File: config.mk
export PLATFORM = sky130hd
export DESIGN_NAME = imm_gen_pipe
export DESIGN_NICKNAME = d
export VERILOG_FILES = /design/src/rtl/imm_gen_pipe.sv
export SDC_FILE = /design/constraint.sdc
export NUM_CORES = 1
export LEC_CHECK = 0
export ABC_AREA = 1
export CAP_MARGIN = 20
export CORE_ASPECT_RATIO = 0.9
export CORE_MARGIN = 2
export CORE_UTILIZATION = 55
export CTS_CLUSTER_SIZE = 30
export DETAILED_ROUTE_END_ITERATION = 7
export GPL_ROUTABILITY_DRIVEN = 0
export HOLD_SLACK_MARGIN = 0.05
export MAX_ROUTING_LAYER = met4
export PLACE_DENSITY = 0.82
export SLEW_MARGIN = 10
export SYNTH_ARGS = -nofsm -noshare
export SYNTH_HDL_FRONTEND = slang
export SYNTH_SLANG_ARGS = --single-unit
File: constraint.sdc
create_clock -name clk -period 1.9 [get_ports clk]
set_clock_uncertainty 0.2 [all_clocks]
set_input_delay 0.38 -clock clk [delete_from_list [all_inputs] [get_ports clk]]
set_output_delay 0.38 -clock clk [all_outputs]
set_load 0.005 [all_outputs]
File: src/rtl/imm_gen_pipe.sv
// rtl/imm_gen_pipe.sv - pipelined immediate generator with 2-entry skid buffer
// Optional CSR zimm decode (fmt Z) enabled by defining IMMGEN_ZICSR_EN.
module imm_gen_pipe #(
    parameter int XLEN = 32
) (
    input  logic            clk,
    input  logic            rst_n,
    input  logic            in_valid,
    output logic            in_ready,
    input  logic [31:0]     in_instr,
    input  logic [XLEN-1:0] in_pc,
    output logic            out_valid,
    input  logic            out_ready,
    output logic [XLEN-1:0] out_imm,
    output logic [2:0]      out_fmt,
    output logic [XLEN-1:0] out_target,
    output logic            out_illegal
);
    localparam logic [2:0] FMT_NONE = 3'd0;
    localparam logic [2:0] FMT_I    = 3'd1;
    localparam logic [2:0] FMT_S    = 3'd2;
    localparam logic [2:0] FMT_B    = 3'd3;
    localparam logic [2:0] FMT_U    = 3'd4;
    localparam logic [2:0] FMT_J    = 3'd5;

    typedef struct packed {
        logic [XLEN-1:0] imm;
        logic [XLEN-1:0] target;
        logic [2:0]      fmt;
        logic            illegal;
    } entry_t;

    logic [XLEN-1:0] imm_i, imm_s, imm_b, imm_u, imm_j;
    logic [XLEN-1:0] d_imm;
    logic [2:0]      d_fmt;
    logic            d_ill;
    entry_t          dec, m_q, k_q;
    logic            m_valid, k_valid, ready_q;
    logic            accept, drain;

    assign imm_i = {{(XLEN-12){in_instr[31]}}, in_instr[31:20]};
    assign imm_s = {{(XLEN-12){in_instr[31]}}, in_instr[31:25], in_instr[11:7]};
    assign imm_b = {{(XLEN-12){in_instr[31]}}, in_instr[7], in_instr[30:25], in_instr[11:8], 1'b0};
    assign imm_u = {{(XLEN-31){in_instr[31]}}, in_instr[30:12], 12'b0};
    assign imm_j = {{(XLEN-20){in_instr[31]}}, in_instr[19:12], in_instr[20], in_instr[30:21], 1'b0};
`ifdef IMMGEN_ZICSR_EN
    logic [XLEN-1:0] imm_z;
    assign imm_z = {{(XLEN-5){1'b0}}, in_instr[19:15]};
`endif

    always_comb begin
        d_imm = '0;
        d_fmt = FMT_NONE;
        d_ill = 1'b0;
        case (in_instr[6:0])
            7'b0000011, 7'b0010011, 7'b1100111: begin d_fmt = FMT_I; d_imm = imm_i; end
            7'b0100011: begin d_fmt = FMT_S; d_imm = imm_s; end
            7'b1100011: begin d_fmt = FMT_B; d_imm = imm_b; end
            7'b0110111, 7'b0010111: begin d_fmt = FMT_U; d_imm = imm_u; end
            7'b1101111: begin d_fmt = FMT_J; d_imm = imm_j; end
            7'b0110011, 7'b0001111: d_ill = 1'b0;
            7'b1110011: begin
`ifdef IMMGEN_ZICSR_EN
                // csrr*i forms carry a 5-bit zero-extended immediate in rs1
                if (in_instr[14]) begin
                    d_fmt = 3'd6;
                    d_imm = imm_z;
                end
`endif
            end
            7'b0011011: begin
                if (XLEN == 64) begin
                    d_fmt = FMT_I;
                    d_imm = imm_i;
                end else begin
                    d_ill = 1'b1;
                end
            end
            7'b0111011: d_ill = (XLEN != 64);
            default:    d_ill = 1'b1;
        endcase
    end

    assign dec.imm     = d_imm;
    assign dec.target  = in_pc + d_imm;
    assign dec.fmt     = d_fmt;
    assign dec.illegal = d_ill;

    assign accept = in_valid && ready_q;
    assign drain  = m_valid && out_ready;

    // ready_q mirrors !k_valid but is its own flop so in_ready has no logic after it
    always_ff @(posedge clk or negedge rst_n) begin
        if (!rst_n) begin
            m_q     <= '0;
            k_q     <= '0;
            m_valid <= 1'b0;
            k_valid <= 1'b0;
            ready_q <= 1'b1;
        end else if (drain && k_valid) begin
            m_q     <= k_q;
            k_valid <= 1'b0;
            ready_q <= 1'b1;
        end else if (accept && (!m_valid || drain)) begin
            m_q     <= dec;
            m_valid <= 1'b1;
        end else if (accept) begin
            k_q     <= dec;
            k_valid <= 1'b1;
            ready_q <= 1'b0;
        end else if (drain) begin
            m_valid <= 1'b0;
        end
    end

    assign in_ready    = ready_q;
    assign out_valid   = m_valid;
    assign out_imm     = m_q.imm;
    assign out_fmt     = m_q.fmt;
    assign out_target  = m_q.target;
    assign out_illegal = m_q.illegal;
endmodule

==> results of run 1 <==
## cell families after synthesis
family | Yosys count | synth area share
AND/OR/NAND/NOR | 746 | 0.355
AO/OA/AOI/OAI | 110 | 0.0928
adder cells (fa/ha/maj) | 32 | 0.0473
buffers and inverters | 194 | 0.0903
XOR/XNOR | 11 | 0.0112
flip-flops | 139 | 0.404
## cell usage after synthesis, drive strengths merged, types with 7 or more instances
master  instances
nor2           69
nand4           7
o21ai          44
nand3         102
ha             31
clkbuf         13
o211ai         18
buf            23
dfrtp         138
nor3            8
inv           158
nand2         549
a21oi          24
a22o           11
## layer usage
layer	GRT overflow	global-route usage
met1	0	0.735
met2	22	0.926
met3	1	0.616
met4	3	0.765
met5	-	-
## metrics by stage
step	cells	TNS (ns)	hold slack [ns]	worst slack, ns
after detailed placement	1679	-129.27	0.122	-1.64
after CTS	1740	-36.80	0.180	-0.713
after floorplan	1232	-33.65	-0.116	-0.675
after global placement	1679	-123.72	0.121	-1.60
## repair_timing
action | 4_1_cts
endpoints found under the setup margin | 137
endpoints found under the hold margin | 139
pin swaps | 117
hold buffers | 1
gates resized for setup | 246
buffers inserted | 31
==> impl_metrics.env, run 1 <==
export IMPL_grt_max_degree=42
export IMPL_clock_root_buffer="clkbuf_16"
export IMPL_die_h_um=123
export IMPL_stop_stage="global routing (5_1_grt)"
export IMPL_synthCells=1232
export IMPL_async_reset_ff_frac=1.00
export IMPL_syn_nets=1332
export IMPL_cts_buffers=17
export IMPL_start_util=0.560
export IMPL_dpl_hpwl_mm=20.6
export IMPL_yosysTopAreaCell="dfrtp_1"
export IMPL_grt_worst_endpoint="out_target[28]$_DFFE_PN0P_/D"
export IMPL_io_pins=138
export IMPL_rows=43
export IMPL_synth_area_um2=8620
export IMPL_syn_avg_cell_area_um2=7.00
export IMPL_seq_area_frac_synth=0.404
export IMPL_status="stopped before the end"
export IMPL_synthFlopType="dfrtp_1"
export IMPL_synth_edf_count=0
export IMPL_clock_sinks=139
export IMPL_worst_path_end_type="register input"
export IMPL_grtUsageTotal=0.769
export IMPL_die_w_um=136
export IMPL_gr_total_overflow=26
export IMPL_htreeDepth=4
export IMPL_synth_seq_cells=139
export IMPL_stop_error="[ERROR GRT-0232] Routing congestion too high. Check the congestion heatmap in the GUI."
export IMPL_io_buffer_count=137
export IMPL_yosysTopAreaCellShare=0.401
export IMPL_placed_area_um2=11900
export IMPL_ys_warn_count=0
export IMPL_synth_cell_types=44
export IMPL_yosys_top_cells_area="dfrtp_1 40%, nand2_1 24%, inv_1 6.4%"
export IMPL_clk_path_buf_depth=2
==> run 2, diff against run 1 <==
- CORE_ASPECT_RATIO: 0.9 -> not set
- CORE_UTILIZATION: 55 -> 40
- CTS_CLUSTER_SIZE: 30 -> not set
- HOLD_SLACK_MARGIN: 0.05 -> not set
- MAX_ROUTING_LAYER: met4 -> not set
- PLACE_DENSITY: 0.82 -> not set
- PLACE_DENSITY_LB_ADDON: not set -> 0.15
==> run 2 against run 1 <==
Effect of this change:
- the flow now finishes, with violations (setup timing)
- area after synthesis stayed put
- synthesized cell count stayed put
==> impl_metrics.env, run 2 <==
export IMPL_synth_common_cells="544 x nand2_1, 148 x inv_1, 138 x dfrtp_1"
export IMPL_cts_tree="done"
export IMPL_drive_above_1_share=0.380
export IMPL_rsz0062_at_grt="true"
export IMPL_postRouteAntennaNets=0
export IMPL_vias=9516
export IMPL_slew_headroom=0.727
export IMPL_reg2reg_to="k_q[25]"
export IMPL_cts_buffers=17
export IMPL_areaGrowthSynthToFinish_pct=70.3
export IMPL_wire_per_inst_um=17.3
export IMPL_design_area_um2=14700
export IMPL_crit_start="in_instr[3]"
export IMPL_setup_ws_ns=-0.786
export IMPL_power_density_nw_per_um2=861
export IMPL_rows=53
export IMPL_status="complete, but fails checks"
export IMPL_yosysMostFrequentCell="nand2_1"
export IMPL_grt_antenna_before_repair=0
export IMPL_end_kind="flip-flop"
export IMPL_placed_area_um2=12100
export IMPL_dpl_hpwl_mm=21.2
export IMPL_regMostFlops="k_q"
export IMPL_clk_path_buf_depth=2
export IMPL_yosysTopAreaCellShare=0.401
export IMPL_async_reset_ff_frac=1.00
export IMPL_hold_viol=0
export IMPL_grtUsageTotal=0.271
export IMPL_cap_violations=0
export IMPL_yosys_top_cells_area="dfrtp_1 40%, nand2_1 24%, inv_1 6.4%"
export IMPL_rr_worst_depth=10
export IMPL_core_area_um2=21100
export IMPL_drc=0
export IMPL_insertion_delay_ns=0.43
export IMPL_clock_sinks=139
export IMPL_final_cell_mix="410 x nand2_1, 172 x buf_4, 138 x dfrtp_1, 122 x inv_1, 88 x nand2_2"
export IMPL_gr_total_overflow=0
export IMPL_diodes=0
export IMPL_ir_drop_mv=0.642
export IMPL_stdcell_count=1856
export IMPL_syn_avg_cell_area_um2=7.00
export IMPL_failed_checks="setup timing"
export IMPL_avgViaCountPerCell=5.13
export IMPL_start_util=0.409
export IMPL_path_class="input pin to flip-flop"
export IMPL_synth_edf_count=0
export IMPL_path_clk_slew_ns=0.07
export IMPL_synth_cell_types=44
export IMPL_layout_commonest_cell="nand2_1"
export IMPL_min_period_ns=2.69
export IMPL_setup_viol=62
export IMPL_cp_max_fo=4
export IMPL_synth_area_um2=8620
export IMPL_hold_path_class="input pin to async pin"
export IMPL_worst_pin_slew_ns=0.406
export IMPL_synthFlopType="dfrtp_1"
export IMPL_drt_pre_antenna_iters=6
export IMPL_grt_max_degree=42
export IMPL_grt_pass1_vias=9210
export IMPL_largest_reg_flops=68
export IMPL_worstPathArrival_ns=2.80
export IMPL_clock_root_buffer="clkbuf_16"
export IMPL_io_buffer_count=137
export IMPL_drtIter0Drc=470
export IMPL_critPathLaunchType="input pin"
export IMPL_ff2ff_setup_slack_ns=0.06
export IMPL_crit_reg2reg_launch="out_valid"
export IMPL_maxSlewViolCount=0
export IMPL_tns_ns=-37.83
export IMPL_grt_pass1_wl_mm=47.6
export IMPL_htreeDepth=4
export IMPL_leakagePower_nw=7.90
export IMPL_synthCells=1232
export IMPL_crit_required_ns=2.02
export IMPL_holdWs_ns=0.199
export IMPL_nNetsFinal=1668
export IMPL_drt_wl_total_mm=32.0
export IMPL_ys_warn_count=0
export IMPL_fmax_mhz=372
export IMPL_endpoint="k_q[28]"
export IMPL_die_h_um=151
export IMPL_die_area_um2=22700
export IMPL_seq_area_frac_synth=0.404
export IMPL_final_core_util=0.696
export IMPL_synth_seq_cells=139
export IMPL_io_pins=138
export IMPL_dpl_cell_count=1766
export IMPL_yosysTopAreaCell="dfrtp_1"
export IMPL_post_route_period_util=1.41
export IMPL_die_w_um=151
export IMPL_syn_nets=1332
==> run 2: power breakdown <==
group	switching (W)	internal [W]	leakage, nW
Sequential	0.000523	0.00393	1.83
Combinational	0.00243	0.00232	5.78
Clock	0.00143	0.00200	0.298
Total	0.00438	0.00825	7.90
==> run 2: area by class of cell <==
type / instances / area (um^2)
well taps: 275 / 344
clock inverters: 14 / 160
fillers: 1602 / 6410
repair buffers: 352 / 3330
clock buffers: 18 / 439
inverters: 158 / 642
flip-flops and latches: 139 / 3480
multi-input cells: 900 / 6290
==> run 2: layer usage <==
layer	up-vias	GRT usage	share of wire
met5	-	0	0
met4	0	0.105	0.040
met3	93	0.0431	0.057
met2	330	0.444	0.49
met1	4544	0.362	0.42
li1	4549	-	-
==> run 2: through the flow <==
| step | setup slack [ns] | power (W) |
|---|---|---|
| finish | -0.786 | 0.0126 |
| global route | -0.872 | 0.0134 |
| CTS | -0.706 | 0.0126 |
| detailed placement | -1.75 | 0.00895 |
| global placement | -1.70 | 0.00889 |
| floorplan | -0.675 | 0.00655 |
==> run 2: kinds of logic (layout without fill, tap and decap cells) <==
kind of cell,count (synthesis),count (layout),synth area share
adder cells (fa/ha/maj),32,32,0.0473
AND/OR/NAND/NOR,746,747,0.355
XOR/XNOR,11,11,0.0112
AO/OA/AOI/OAI,110,110,0.0928
buffers and inverters,194,542,0.0903
flip-flops,139,139,0.404
==> run 2: worst max-delay path, cell delays in order <==
cell and delay, ns:
buf_6 0.10, buf_6 0.11, nor2_4 0.11, nand2_4 0.09
o21ai_4 0.27, nand2_2 0.10, o2111ai_1 0.10, buf_4 0.18
ha_4 0.23, nand2_1 0.06, nand2_1 0.11, o21bai_4 0.21
buf_4 0.14, nand2_1 0.09, nand2_1 0.08, nand2_2 0.08
nand4_1 0.18, nand3_2 0.13, nand2_1 0.05
==> run 2: what timing repair did <==
action | in CTS | in global routing
hold buffers | 1 | 0
pin swaps | 131 | 99
endpoints found under the hold margin | 122 | 0
endpoints found under the setup margin | 138 | 142
cloned | 0 | 1
resized for setup | 227 | 204
setup buffers | 39 | 22
==> run 2: worst min path at each step <==
stage	end	cells past startpoint	from	slack [ns]
floorplan	k_q[0]	0	rst_n	-0.12
global placement	out_illegal	1	rst_n	0.09
detailed placement	out_illegal	1	rst_n	0.09
CTS	out_illegal	2	rst_n	0.20
global route	out_illegal	2	rst_n	0.22
finish	out_illegal	2	rst_n	0.20
Power figures use the tool's default switching activity.
